--- config.mk ---
export PLATFORM = sky130hd
export DESIGN_NAME = magnetron_ctrl_flat
export DESIGN_NICKNAME = d
export VERILOG_FILES = /design/src/rtl/magnetron_ctrl_if.sv /design/src/rtl/magnetron_ctrl.sv /design/src/flat_wrapper.sv
export SDC_FILE = /design/constraint.sdc
export NUM_CORES = 1
export LEC_CHECK = 0
export BUFFER_PORTS_ARGS = -buffer_cell sky130_fd_sc_hd__buf_2
export CORE_ASPECT_RATIO = 0.8
export CORE_MARGIN = 1
export CORE_UTILIZATION = 50
export DETAILED_ROUTE_END_ITERATION = 7
export GPL_TIMING_DRIVEN = 0
export HOLD_SLACK_MARGIN = 0.15
export PLACE_DENSITY = 0.74
export SLEW_MARGIN = 20
export SYNTH_ARGS = -nofsm -noshare
export SYNTH_HDL_FRONTEND = slang
export SYNTH_SLANG_ARGS = --single-unit
--- constraint.sdc ---
create_clock -name clk -period 5.7 [get_ports clk]
set_input_delay 0.855 -clock clk [delete_from_list [all_inputs] [get_ports clk]]
set_output_delay 0.855 -clock clk [all_outputs]
set_load 0.05 [all_outputs]
--- src/rtl/magnetron_ctrl_if.sv ---
// Panel/timer-side and latch-side signals of the magnetron sequencer.
// Master = panel/timer/test driver, slave = magnetron_ctrl.
interface magnetron_ctrl_if;
   logic       start_i;
   logic       stop_i;
   logic       door_closed_i;
   logic       timer_done_i;
   logic       latch_s_o;
   logic       latch_r_o;
   logic       heating_o;
   logic       paused_o;
   logic       done_o;
   logic [1:0] state_o;

   modport master (
      output start_i, stop_i, door_closed_i, timer_done_i,
      input  latch_s_o, latch_r_o, heating_o, paused_o, done_o, state_o
   );

   modport slave (
      input  start_i, stop_i, door_closed_i, timer_done_i,
      output latch_s_o, latch_r_o, heating_o, paused_o, done_o, state_o
   );
endinterface

--- src/rtl/magnetron_ctrl.sv ---
// Magnetron SR-latch sequencer: start/stop/door/timer events -> exclusive S/R commands.
// Optional door-closure debounce is built when DOOR_DEBOUNCE_EN is defined.
//
// state    | meaning
// IDLE     | power off, waiting for start with door closed
// HEATING  | magnetron latch set, cooking
// PAUSED   | door opened mid-cook, hold-off running, restart allowed once expired
// HOLDOFF  | stopped or finished, waiting out the restart hold-off
module magnetron_ctrl #(
   parameter int unsigned HOLDOFF_CYC = 20,
   parameter int unsigned DEB_CYC     = 8,
   parameter int unsigned CNT_W       = 8
) (
   input logic              clk,
   input logic              rst_n,
   magnetron_ctrl_if.slave  bus
);

   typedef enum logic [1:0] {
      ST_IDLE    = 2'b00,
      ST_HEATING = 2'b01,
      ST_PAUSED  = 2'b10,
      ST_HOLDOFF = 2'b11
   } state_t;

   localparam int unsigned     CNT_MAX   = (HOLDOFF_CYC > DEB_CYC) ? HOLDOFF_CYC : DEB_CYC;
   localparam logic [CNT_W-1:0] HC_LOAD  = CNT_W'(HOLDOFF_CYC);
   localparam logic [CNT_W-1:0] CNT_ONE  = CNT_W'(1);

   generate
      if (CNT_W < $clog2(CNT_MAX + 1)) begin : g_cnt_w_too_narrow
         $error("magnetron_ctrl: CNT_W cannot hold max(HOLDOFF_CYC, DEB_CYC)");
      end
   endgenerate

   state_t           state_q, state_d;
   logic [CNT_W-1:0] hc_q, hc_d;
   logic             door_meta_q, door_s_q;
   logic             door_ok;
   logic             latch_s_q, latch_s_d;
   logic             latch_r_q, latch_r_d;
   logic             heating_q, heating_d;
   logic             paused_q, paused_d;
   logic             done_q, done_d;

   // Door switch is asynchronous; reset value 0 treats the door as open.
   always_ff @(posedge clk or negedge rst_n) begin
      if (!rst_n) begin
         door_meta_q <= 1'b0;
         door_s_q    <= 1'b0;
      end else begin
         door_meta_q <= bus.door_closed_i;
         door_s_q    <= door_meta_q;
      end
   end

`ifdef DOOR_DEBOUNCE_EN
   localparam logic [CNT_W-1:0] DEB_LIM = CNT_W'(DEB_CYC);
   logic [CNT_W-1:0] deb_q, deb_d;

   always_comb begin
      deb_d = deb_q;
      if (!door_s_q) begin
         deb_d = '0;
      end else if (deb_q != DEB_LIM) begin
         deb_d = deb_q + CNT_ONE;
      end
   end

   always_ff @(posedge clk or negedge rst_n) begin
      if (!rst_n) begin
         deb_q <= '0;
      end else begin
         deb_q <= deb_d;
      end
   end

   // Opening is never debounced: door_s_q=0 drops door_ok immediately.
   assign door_ok = door_s_q && (deb_q == DEB_LIM);
`else
   assign door_ok = door_s_q;
`endif

   always_comb begin
      state_d = state_q;
      done_d  = 1'b0;
      unique case (state_q)
         ST_IDLE: begin
            if (bus.start_i && door_ok && !bus.timer_done_i) begin
               state_d = ST_HEATING;
            end
         end
         ST_HEATING: begin
            if (!door_s_q) begin
               state_d = ST_PAUSED;
            end else if (bus.stop_i) begin
               state_d = ST_HOLDOFF;
            end else if (bus.timer_done_i) begin
               state_d = ST_HOLDOFF;
               done_d  = 1'b1;
            end
         end
         ST_PAUSED: begin
            if (bus.stop_i) begin
               state_d = ST_HOLDOFF;
            end else if (bus.start_i && door_ok && (hc_q == '0)) begin
               state_d = ST_HEATING;
            end
         end
         ST_HOLDOFF: begin
            if (hc_q == '0) begin
               state_d = ST_IDLE;
            end
         end
         default: state_d = ST_IDLE;
      endcase
   end

   always_comb begin
      hc_d = hc_q;
      if ((state_q == ST_HEATING) && (state_d != ST_HEATING)) begin
         hc_d = HC_LOAD;
      end else if (((state_q == ST_PAUSED) || (state_q == ST_HOLDOFF)) && (hc_q != '0)) begin
         hc_d = hc_q - CNT_ONE;
      end
   end

   // Outputs decoded from the next state so they change on the same edge as the state.
   always_comb begin
      latch_s_d = (state_d == ST_HEATING) && (state_q != ST_HEATING);
      latch_r_d = (state_d != ST_HEATING);
      heating_d = (state_d == ST_HEATING);
      paused_d  = (state_d == ST_PAUSED);
   end

   always_ff @(posedge clk or negedge rst_n) begin
      if (!rst_n) begin
         state_q   <= ST_IDLE;
         hc_q      <= '0;
         latch_s_q <= 1'b0;
         latch_r_q <= 1'b1;
         heating_q <= 1'b0;
         paused_q  <= 1'b0;
         done_q    <= 1'b0;
      end else begin
         state_q   <= state_d;
         hc_q      <= hc_d;
         latch_s_q <= latch_s_d;
         latch_r_q <= latch_r_d;
         heating_q <= heating_d;
         paused_q  <= paused_d;
         done_q    <= done_d;
      end
   end

   assign bus.latch_s_o = latch_s_q;
   assign bus.latch_r_o = latch_r_q;
   assign bus.heating_o = heating_q;
   assign bus.paused_o  = paused_q;
   assign bus.done_o    = done_q;
   assign bus.state_o   = state_q;

endmodule

--- src/flat_wrapper.sv ---
// flat-port wrapper written by rule: the top's interface ports become plain ports
module magnetron_ctrl_flat 
#(
   parameter int unsigned HOLDOFF_CYC = 20,
   parameter int unsigned DEB_CYC     = 8,
   parameter int unsigned CNT_W       = 8
)
  (clk, rst_n, bus_start_i, bus_stop_i, bus_door_closed_i, bus_timer_done_i, bus_latch_s_o, bus_latch_r_o, bus_heating_o, bus_paused_o, bus_done_o, bus_state_o);
  magnetron_ctrl_if bus_i ();
  input logic clk;
  input logic rst_n;
  input wire logic [$bits(bus_i.start_i)-1:0] bus_start_i;
  input wire logic [$bits(bus_i.stop_i)-1:0] bus_stop_i;
  input wire logic [$bits(bus_i.door_closed_i)-1:0] bus_door_closed_i;
  input wire logic [$bits(bus_i.timer_done_i)-1:0] bus_timer_done_i;
  output wire logic [$bits(bus_i.latch_s_o)-1:0] bus_latch_s_o;
  output wire logic [$bits(bus_i.latch_r_o)-1:0] bus_latch_r_o;
  output wire logic [$bits(bus_i.heating_o)-1:0] bus_heating_o;
  output wire logic [$bits(bus_i.paused_o)-1:0] bus_paused_o;
  output wire logic [$bits(bus_i.done_o)-1:0] bus_done_o;
  output wire logic [$bits(bus_i.state_o)-1:0] bus_state_o;
  assign bus_i.start_i = bus_start_i;
  assign bus_i.stop_i = bus_stop_i;
  assign bus_i.door_closed_i = bus_door_closed_i;
  assign bus_i.timer_done_i = bus_timer_done_i;
  assign bus_latch_s_o = bus_i.latch_s_o;
  assign bus_latch_r_o = bus_i.latch_r_o;
  assign bus_heating_o = bus_i.heating_o;
  assign bus_paused_o = bus_i.paused_o;
  assign bus_done_o = bus_i.done_o;
  assign bus_state_o = bus_i.state_o;
  magnetron_ctrl #(.HOLDOFF_CYC(HOLDOFF_CYC), .DEB_CYC(DEB_CYC), .CNT_W(CNT_W)) u_core (.clk(clk), .rst_n(rst_n), .bus(bus_i));
endmodule
-- Word-level counts from Yosys, hierarchy flattened
Index checks and enable logic that the tools add are counted.
- output and inout bits: 7
- logic and storage cells: 43
- input port bits: 6
- bits in registers: 17
- muxes and demuxes: 14
- equality and inequality tests: 7
- $add $sub $neg: 1
- reductions and logical operators: 12
- operators by type and width (operator ; number):
    $mux W8 ; 2
    $mux W2 ; 7
    $logic_not A8 Y1 ; 1
    $pmux W2 S4 ; 1
    $reduce_bool A8 Y1 ; 1
    $sub A8 B1 Y8 const B ; 1
    $eq A2 B2 Y1 const B ; 3
    $logic_and A1 B1 Y1 ; 6
    $eq A2 B1 Y1 const B ; 2
    $mux W1 ; 4
    $ne A2 B1 Y1 const B ; 2
    $logic_not A2 Y1 ; 1
    $reduce_bool A2 Y1 ; 1
    $logic_not A1 Y1 ; 1
    $logic_or A1 B1 Y1 ; 1

-- Depth between registers and ports, before layout
Gate-level depths: netlist of run 1.
- depth in word-level cells: 8
- depth in mapped cells: 6
- mapped depth without buffers: 6

-- Least setup slack after synthesis of run 1
Ideal clock, no wire load.
- path kind: register -> register
- from: register u_core.hc_q[0]
- to: register u_core.latch_r_q, in the netlist u_core.bus.latch_r_o
- period minus slack after synthesis: 2.201 ns
- data required time: 5.612 ns
- library setup time: 0.088 ns
- slack: 3.499 ns
- stages on the path, launching flop included: 7
- data arrival time: 2.113 ns
- path buffers: 0
- path through: dfrtp_1 -> inv_1 -> ha_1 -> or3b_2 -> or4_4 -> and2_4 -> or3_1
- cells in the longest elaborated chain, start to end: 6
- elaborated cells on any way between the ends: 7
- classes of those cells: eq/ne: 1; mux: 4; reduce/logical: 2
- RTL lines (what ; line ; source):
    from (decl) ; magnetron_ctrl.sv:37 ; logic [CNT_W-1:0] hc_q, hc_d;
    from (signal assigned) ; magnetron_ctrl.sv:139 ; hc_q <= '0;
    from (signal assigned) ; magnetron_ctrl.sv:147 ; hc_q <= hc_d;
    $logic_not A8 Y1 (*) ; magnetron_ctrl.sv:106, magnetron_ctrl.sv:111 ;
    $logic_and A1 B1 Y1 ; magnetron_ctrl.sv:106 ; end else if (bus.start_i && door_ok && (hc_q == '0)) begin
    $mux W2 ; magnetron_ctrl.sv:106 ;
    $mux W2 ; magnetron_ctrl.sv:104 ; if (bus.stop_i) begin
    $pmux W2 S4 (*) ; magnetron_ctrl.sv:87 ; unique case (state_q)
    $ne A2 B1 Y1 (*) ; magnetron_ctrl.sv:131 ; latch_r_d = (state_d != ST_HEATING);
    net u_core.latch_r_d ; magnetron_ctrl.sv:41 ; logic latch_r_q, latch_r_d;
    to (signal assigned) ; magnetron_ctrl.sv:149 ; latch_r_q <= latch_r_d;
    to (decl) ; magnetron_ctrl.sv:41 ;
Mark *: on every way through the listed nets, which the timed path passes. The rest lies on a longest branch.
A chain may end at the register's enable or synchronous reset.

-- Worst setup path in the final report of run 1
Same ends and word-level chain as after synthesis.

==> key figures, run 1 <==
Route
  – DRT antenna net count: 0
  – Vias: 619
  – Via/cell ratio: 5.48
  – Initial DRT Pass Iterations: 4
  – Routed len/inst: 13.1 µm
  – DRC: 0
  – Post-Route WL: 1480 µm
  – Iteration-0 DRC count of the detailed router: 10

Synthesis
  – Post-Syn Area: 813 µm²
  – Synthesized area per cell: 10.7 µm²
  – Most common flop cell mapped by yosys: dfrtp_1
  – Synth Net Count: 83
  – Most common cell in the synthesized netlist: dfrtp_1
  – EDFF count, synth: 0
  – Seq/Total Area, Yosys: 0.525
  – Ys async rst share: 1.00
  – Yosys reg bits: 17
  – Main area contributors after synthesis: dfrtp_1 49%, nor2_1 4.6%, xor2_1 4.3%, dfstp_2 3.2%, or4_4 2.8%
  – Synth area leader: dfrtp_1
  – Syn Inst Count: 76
  – Area share of the largest cell type after synthesis: 0.492
  – Synthesis Warnings: 0
  – Post-synth cell types: 38
  – Top cells by count, synth: 16 x dfrtp_1, 10 x nor2_1, 4 x inv_1, 4 x xor2_1, 3 x a21oi_1

Timing
  – Final hold viol count: 0
  – Relative slew margins: 0.615
  – Final min period: 2.36 ns
  – Final Slew Violations: 0
  – Least-Margin Pin Slew: 0.569 ns
  – Final count of negative-setup-slack endpoints: 0
  – Final Skew: 0.00459 ns
  – Final period util: 0.414
  – RSZ-0062 raised after global routing: false
  – Fmax: 424 MHz
  – Post-route setup TNS: 0 ns

Worst setup path
  – Crit path launch type: flop
  – Setup crit end kind: flop
  – Crit-path slowest cell: or3b_2
  – Slowest Stage Delay on Critical Path: 0.53 ns
  – Maximum fanout along the worst path: 6
  – Worst path bufs/invs: 1
  – Crit. Startpoint: u_core.hc_q[0]
  – Kind of critical path: reg -> reg
  – Worst EP required: 5.92 ns
  – CP Data Arrival Time: 2.58 ns
  – Top delay family on crit path: simple AND/OR/NAND/NOR gates
  – FF-to-FF Start: u_core.hc_q[0]
  – CP cell instances: inv_1, ha_1, or3b_2, or4_4, and2_4, or3_1
  – R2R setup slack: 3.34 ns

Power and ir drop
  – Worst vdd rail ir drop: 293 µV
  – Power per Cell Area: 475 nW/µm²
  – Leak Pwr: 0.431 nW

Place
  – Cells after DPL: 109
  – Gpl congestion: 0.814
  – Port Buf Inserts: 12
  – Final HPWL DP: 1100 µm

Clocking
  – CTS tree: yes
  – Clock Tree Buf Depth: 2
  – Root buf cell: clkbuf_4
  – Post-CTS setup buffer count: 0
  – CTS H-tree depth: 1
  – CTS buffer count: 3
  – Post-cts gate resize count: 0
  – CTS Sinks: 17
  – Clk slew on worst S/H paths: 0.09 ns
  – Clk_lat worst skew: 0.29 ns
  – Hold Buf Count CTS: 0

Floorplan
  – Ports: 13
  – DIE HEIGHT: 38.1 µm
  – FP Rows: 12
  – Core Region: 1460 µm²
  – Initial Util: 0.558
  – Chip Width: 47.1 µm
  – Die area: 1790 µm²

Global routing
  – Met2 Use GR: 0.323
  – Vias in the first global route: 565
  – Initial antenna violation count: 0
  – Total track usage: 0.209
  – GR peak layer: met2
  – Largest net degree at the start of global routing: 18
  – Global Route met1 Usage: 0.275
  – First-pass GRT wire length: 2510 µm
  – Total gr overflow: 0
  – Met3 usage: 0.0708

Final layout
  – Footprint of the multi-input gates: 364 µm²
  – Final Net Count: 100
  – Reg area: 427 µm²
  – Non-Filler Instances: 113
  – Synthesis-to-layout area growth: 13.8%
  – Share of cells above drive strength 1: 0.239
  – Ant diodes: 0
  – Fill cells: 139

Worst hold path
  – Path type of the worst min-delay path: reg -> reg
  – Min-delay src: u_core.door_meta_q

Outcome
  – Run status: finished, final reports clean

Job
  – Max cap viols: 0
## placed cells by master, fill, tap and decap left out, types with 3 or more instances in the layout
master | netlist | final
a21oi_1 | 3 | 3
buf_2 | 0 | 12
clkbuf_1 | 2 | 3
clkbuf_4 | 0 | 3
dfrtp_1 | 16 | 16
inv_1 | 4 | 4
nor2_1 | 10 | 10
xor2_1 | 4 | 4
## worst paths after layout
check / endpoint / depth (start not counted)
min reg2reg: u_core.door_ok / 0
max: u_core.bus.latch_r_o / 6
min in group asynchronous: u_core.bus.heating_o / 1
max reg2reg: u_core.bus.latch_r_o / 6
min: u_core.door_ok / 0
max in group asynchronous: u_core.bus.latch_r_o / 1
## cell families (layout without fill, tap and decap cells)
| family | Yosys count | in the layout | share of synthesized area |
|---|---|---|---|
| compound gates | 14 | 14 | 0.120 |
| xor+xnor | 5 | 5 | 0.0538 |
| fa+ha+maj | 1 | 1 | 0.0154 |
| buf+inv | 6 | 22 | 0.0277 |
| flops | 17 | 17 | 0.525 |
| mux | 1 | 1 | 0.0123 |
| simple gates | 32 | 32 | 0.246 |
## registers in the layout (all words and copies together), names as in the netlist
register,flops
u_core.bus.latch_s_o,1
u_core.door_meta_q,1
u_core.bus.state_o,2
u_core.bus.latch_r_o,1
u_core.bus.paused_o,1
u_core.door_ok,1
u_core.hc_q,8
u_core.bus.done_o,1
u_core.bus.heating_o,1
## stage by stage
stage	utilization	power [mW]	hold slack (ns)	setup slack [ns]	instance area, µm²
global placement	0.618	0.372	0.333	3.41	900
floorplan	-	0.333	0.331	3.50	813
global route	0.636	0.476	0.363	3.26	926
CTS	0.636	0.444	0.359	3.35	926
finish	0.636	0.440	0.353	3.34	926
detailed placement	0.618	0.378	0.339	3.37	900
## layer usage
| layer | share of wire | wire [µm] |
|---|---|---|
| met4 | 0.0094 | 14 |
| met1 | 0.48 | 717 |
| met2 | 0.46 | 677 |
| met5 | 0 | 0 |
| met3 | 0.051 | 75 |
## cell type report
cell class	instances	area share
Timing Repair Buffer	12	0.0649
Multi-Input combinational cell	53	0.393
Inverter	4	0.0162
Buffer	2	0.00811
Tap cell	21	0.0284
Clock buffer	4	0.0284
Sequential cell	17	0.461
## power breakdown
part / total (mW) / internal [mW] / leakage (nW) / switching (mW)
clock: 0.0614 / 0.0273 / 0.0150 / 0.0341
sequential: 0.191 / 0.155 / 0.206 / 0.0358
combinational: 0.188 / 0.0722 / 0.210 / 0.115
total: 0.440 / 0.255 / 0.431 / 0.185
Note: power is estimated with default switching activity, not from simulation.
==> run 2, diff against run 1 <==
Settings changed: CORE_UTILIZATION 50 to 48.
Clock period 5.7 ns to 1.9 ns, I/O delays scaled along.
==> key figures, run 2 (synthesis results as in run 1) <==
Timing
  – Hold Worst Slack: 0.320 ns
  – Final Slew Violations: 0
  – Fmax: 488 MHz
  – Final period util: 1.08
  – RSZ-0062 raised after global routing: true
  – Final count of negative-setup-slack endpoints: 4
  – Worst Slack Setup Final: -0.150 ns
  – Relative slew margins: 0.739
  – Final Skew: 0.0113 ns
  – Least-Margin Pin Slew: 0.392 ns
  – Final min period: 2.05 ns
  – Final hold viol count: 0

Final layout
  – Cell area after layout: 1080 µm²
  – Share of cells above drive strength 1: 0.417
  – Max reg flops: 8
  – Synthesis-to-layout area growth: 32.6%
  – Final Net Count: 111
  – Most flops, register: u_core.hc_q
  – Ant diodes: 0
  – Most frequent cells in the layout: 15 x dfrtp_1, 12 x buf_2, 10 x nor2_1, 9 x buf_4, 4 x xor2_1
  – Most common cell after layout, fill and taps aside: dfrtp_1

Job
  – Max cap viols: 0

Route
  – Iteration-0 DRC count of the detailed router: 22
  – Post-Route WL: 1670 µm
  – DRT antenna net count: 0
  – DRC: 0
  – Initial DRT Pass Iterations: 4
  – Routed len/inst: 13.5 µm
  – Vias: 690
  – Via/cell ratio: 5.56

Place
  – Gpl congestion: 0.838
  – Final HPWL DP: 1070 µm
  – Area post-placement: 932 µm²
  – Port Buf Inserts: 12

Worst setup path
  – Maximum fanout along the worst path: 3
  – R2R setup slack: -0.15 ns
  – Kind of critical path: reg -> reg
  – Worst EP required: 2.11 ns
  – CP Data Arrival Time: 2.26 ns
  – Crit-path slowest cell: or4_4
  – Top delay family on crit path: simple AND/OR/NAND/NOR gates
  – Setup crit end kind: flop
  – Worst path bufs/invs: 1
  – Crit path launch type: flop
  – Slowest Stage Delay on Critical Path: 0.49 ns
  – CP cell instances: inv_2, ha_4, or3b_4, or4_4, and2_4, or3_4

Outcome
  – Failing checks: negative setup slack
  – Run status: finished with violations

Global routing
  – Largest net degree at the start of global routing: 18
  – Total track usage: 0.238
  – Vias in the first global route: 656
  – Initial antenna violation count: 0
  – First-pass GRT wire length: 2860 µm
  – Total gr overflow: 0

Clocking
  – CTS tree: yes
  – CTS buffer count: 3
  – Clock Tree Buf Depth: 2
  – Root buf cell: clkbuf_4
  – Clk_lat worst skew: 0.29 ns
  – CTS H-tree depth: 1
  – CTS Sinks: 17
  – Clk slew on worst S/H paths: 0.10 ns

Floorplan
  – FP Rows: 12
  – Ports: 13
  – Die area: 1860 µm²
  – Chip Width: 48.0 µm
  – DIE HEIGHT: 38.8 µm
  – Core Region: 1490 µm²
  – Initial Util: 0.547

Worst hold path
  – Path type of the worst min-delay path: in -> reg

Power and ir drop
  – Leak Pwr: 0.503 nW
  – Power per Cell Area: 1450 nW/µm²
  – Worst vdd rail ir drop: 749 µV
run 2: changes by cell type in the layout (fill, tap and decap cells not counted), sizes merged:
cell / previous run / this run
dlygate4sd3: 0 / 2
clkinv: 0 / 1
clkbuf: 6 / 5
buf: 12 / 21
run 2: metrics by stage:
stage	utilization	instances	setup slack, ns	setup TNS, ns	power [mW]
after floorplan	-	76	-0.127	-0.195	1.06
after global placement	0.627	109	-0.188	-0.469	1.18
after detailed placement	0.627	109	-0.222	-0.599	1.20
after CTS	0.711	124	-0.129	-0.164	1.52
after global routing	0.726	124	-0.196	-0.485	1.67
final	0.726	124	-0.150	-0.229	1.56
run 2: timing repair:
| action | in CTS | in global routing |
|---|---|---|
| hold endpoints to repair | 17 | 0 |
| buffers inserted | 9 | 0 |
| endpoints found under the setup margin | 6 | 8 |
| resized for setup | 2 | 5 |
| hold buffers | 2 | 0 |
| pin swaps | 4 | 3 |
run 2: worst reg2reg max path, cell delays in order, from the launching register on:
cell and delay [ns]:
dfrtp_1 0.42, inv_2 0.09, ha_4 0.12, or3b_4 0.38, or4_4 0.49, and2_4 0.16
or3_4 0.31
run 2: path summary, 6_finish.rpt:
check | cells after the start | startpoint | endpoint
min in group asynchronous | 2 | rst_n | u_core.bus.state_o[1]
max in group asynchronous | 2 | rst_n | u_core.bus.latch_r_o
min reg2reg | 0 | u_core.door_meta_q | u_core.door_ok
max | 6 | u_core.hc_q[1] | u_core.bus.latch_r_o
max reg2reg | 6 | u_core.hc_q[1] | u_core.bus.latch_r_o
min | 2 | bus_timer_done_i | u_core.bus.done_o
run 2: routing by layer:
layer  vias up  global-route usage  routed length, µm
li1        327                   -                  -
met4         0              0.0903                 55
met3         8              0.0981                 92
met2        29               0.368                745
met5         -                   0                  0
met1       326               0.293                776
run 2: power breakdown:
part	internal [mW]	switching [mW]	total, mW
clock network	0.0783	0.109	0.187
logic	0.376	0.446	0.822
registers	0.467	0.0894	0.556
run 2: area by class of cell:
cell class | instances | area (µm²)
flip-flops and latches | 17 | 428
multi-input cells | 53 | 417
fillers | 94 | 408
repair buffers | 23 | 148
well taps | 21 | 26.3
clock buffers | 3 | 22.5
plain buffers | 2 | 17.5
inverters | 4 | 15.0
clock inverters | 1 | 5.00
==> run 3, diff against run 2 <==
Settings changed: PLACE_DENSITY 0.74 to 0.72.
==> key figures, run 3 (synthesis results as in run 1) <==
Timing
  – Final hold viol count: 0
  – Worst Slack Setup Final: -0.157 ns
  – Least-Margin Pin Slew: 0.548 ns
  – RSZ-0062 raised after global routing: true
  – Post-route setup TNS: -0.342 ns
  – Final Slew Violations: 0
  – Final period util: 1.08
  – Final min period: 2.06 ns
  – Final count of negative-setup-slack endpoints: 5
  – Relative slew margins: 0.634
  – Fmax: 486 MHz
  – Final Skew: 0.00743 ns

Route
  – DRC: 0
  – Post-Route WL: 1760 µm
  – DRT antenna net count: 0
  – Iteration-0 DRC count of the detailed router: 24
  – Initial DRT Pass Iterations: 4
  – Routed len/inst: 14.3 µm
  – Via/cell ratio: 5.60
  – Vias: 689

Clocking
  – Clock Tree Buf Depth: 2
  – Root buf cell: clkbuf_4
  – CTS Sinks: 17
  – CTS tree: yes
  – Clk slew on worst S/H paths: 0.08 ns
  – CTS buffer count: 3
  – Clk_lat worst skew: 0.28 ns
  – CTS H-tree depth: 1

Power and ir drop
  – Tot Pwr: 1.56 mW
  – Power per Cell Area: 1470 nW/µm²
  – Leak Pwr: 0.498 nW
  – Worst vdd rail ir drop: 797 µV

Floorplan
  – Initial Util: 0.547
  – Core Region: 1490 µm²
  – Die area: 1860 µm²
  – DIE HEIGHT: 38.8 µm
  – Chip Width: 48.0 µm
  – Ports: 13
  – FP Rows: 12

Worst setup path
  – Most common cell on crit path: or4_4
  – CP Data Arrival Time: 2.26 ns
  – CP cell instances: or4_4, or4_4, and2_4, or3_1
  – Crit path launch type: flop
  – Crit-path slowest cell: or4_4
  – Kind of critical path: reg -> reg
  – Maximum fanout along the worst path: 4
  – Slowest Stage Delay on Critical Path: 0.53 ns
  – Worst EP required: 2.11 ns
  – Setup crit end kind: flop

Final layout
  – Final Net Count: 110
  – Max reg flops: 8
  – Most frequent cells in the layout: 14 x dfrtp_1, 12 x buf_2, 10 x nor2_1, 8 x buf_4, 4 x xor2_1
  – Synthesis-to-layout area growth: 30.8%
  – Ant diodes: 0
  – Most flops, register: u_core.hc_q
  – Share of cells above drive strength 1: 0.382
  – Most common cell after layout, fill and taps aside: dfrtp_1
  – Fill cells: 109

Place
  – Final HPWL DP: 1100 µm
  – Gpl congestion: 0.838
  – Port Buf Inserts: 12

Outcome
  – Run status: finished with violations
  – Failing checks: negative setup slack

Global routing
  – Vias in the first global route: 621
  – Total track usage: 0.223
  – Total gr overflow: 0
  – Initial antenna violation count: 0
  – First-pass GRT wire length: 2760 µm
  – Largest net degree at the start of global routing: 18

Worst hold path
  – Path type of the worst min-delay path: in -> reg

Job
  – Max cap viols: 0
run 3: through the flow:
step | hold slack [ns] | cell area (µm²) | util | worst slack, ns | instances
finish | 0.350 | 1060 | 0.715 | -0.157 | 123
global route | 0.333 | 1060 | 0.715 | -0.186 | 123
CTS | 0.333 | 1020 | 0.686 | -0.123 | 120
detailed placement | 0.221 | 932 | 0.627 | -0.208 | 109
global placement | 0.217 | 932 | 0.627 | -0.187 | 109
floorplan | -0.0106 | 846 | - | -0.127 | 76
run 3: worst max-delay path, delay by kind of cell, from the launching register on:
kind,cells,cell delay [ns]
flip-flops,1,0.46
AND/OR/NAND/NOR,4,1.53
run 3: what timing repair did:
item                                    CTS  global route
endpoints found under the hold margin    17             0
hold buffers                              2             0
buffers inserted                          5             3
gates resized for setup                   1             4
pin swaps                                 2             4
endpoints found under the setup margin    6             9
run 3: layer usage:
layer	wire, µm	track usage
met1	824	0.294
met2	807	0.338
met3	117	0.0841
met4	11	0.0625
met5	0	0
run 3: worst paths after layout:
check	startpoint	end	slack (ns)	cells after the start
max	u_core.hc_q[2]	u_core.bus.latch_r_o	-0.16	4
min	bus_timer_done_i	u_core.bus.done_o	0.35	2
max reg2reg	u_core.hc_q[2]	u_core.bus.latch_r_o	-0.16	4
min reg2reg	u_core.door_meta_q	u_core.door_ok	0.36	0
max in group asynchronous	rst_n	u_core.bus.latch_r_o	1.15	2
min in group asynchronous	rst_n	u_core.hc_q[1]	0.44	2
run 3: area by class of cell:
type	count	area [µm²]	area share
flip-flops and latches	17	429	0.404
inverters	4	15.0	0.0141
clock buffers	4	26.3	0.0247
plain buffers	2	17.5	0.0165
multi-input cells	53	409	0.385
repair buffers	22	140	0.132
well taps	21	26.3	0.0247
run 3: power breakdown:
| group | total, mW | switching, mW | internal, mW | leakage (nW) |
|---|---|---|---|---|
| Sequential | 0.583 | 0.114 | 0.469 | 0.205 |
| Combinational | 0.796 | 0.432 | 0.364 | 0.278 |
| Clock | 0.180 | 0.0989 | 0.0815 | 0.0150 |
| Total | 1.56 | 0.645 | 0.915 | 0.498 |
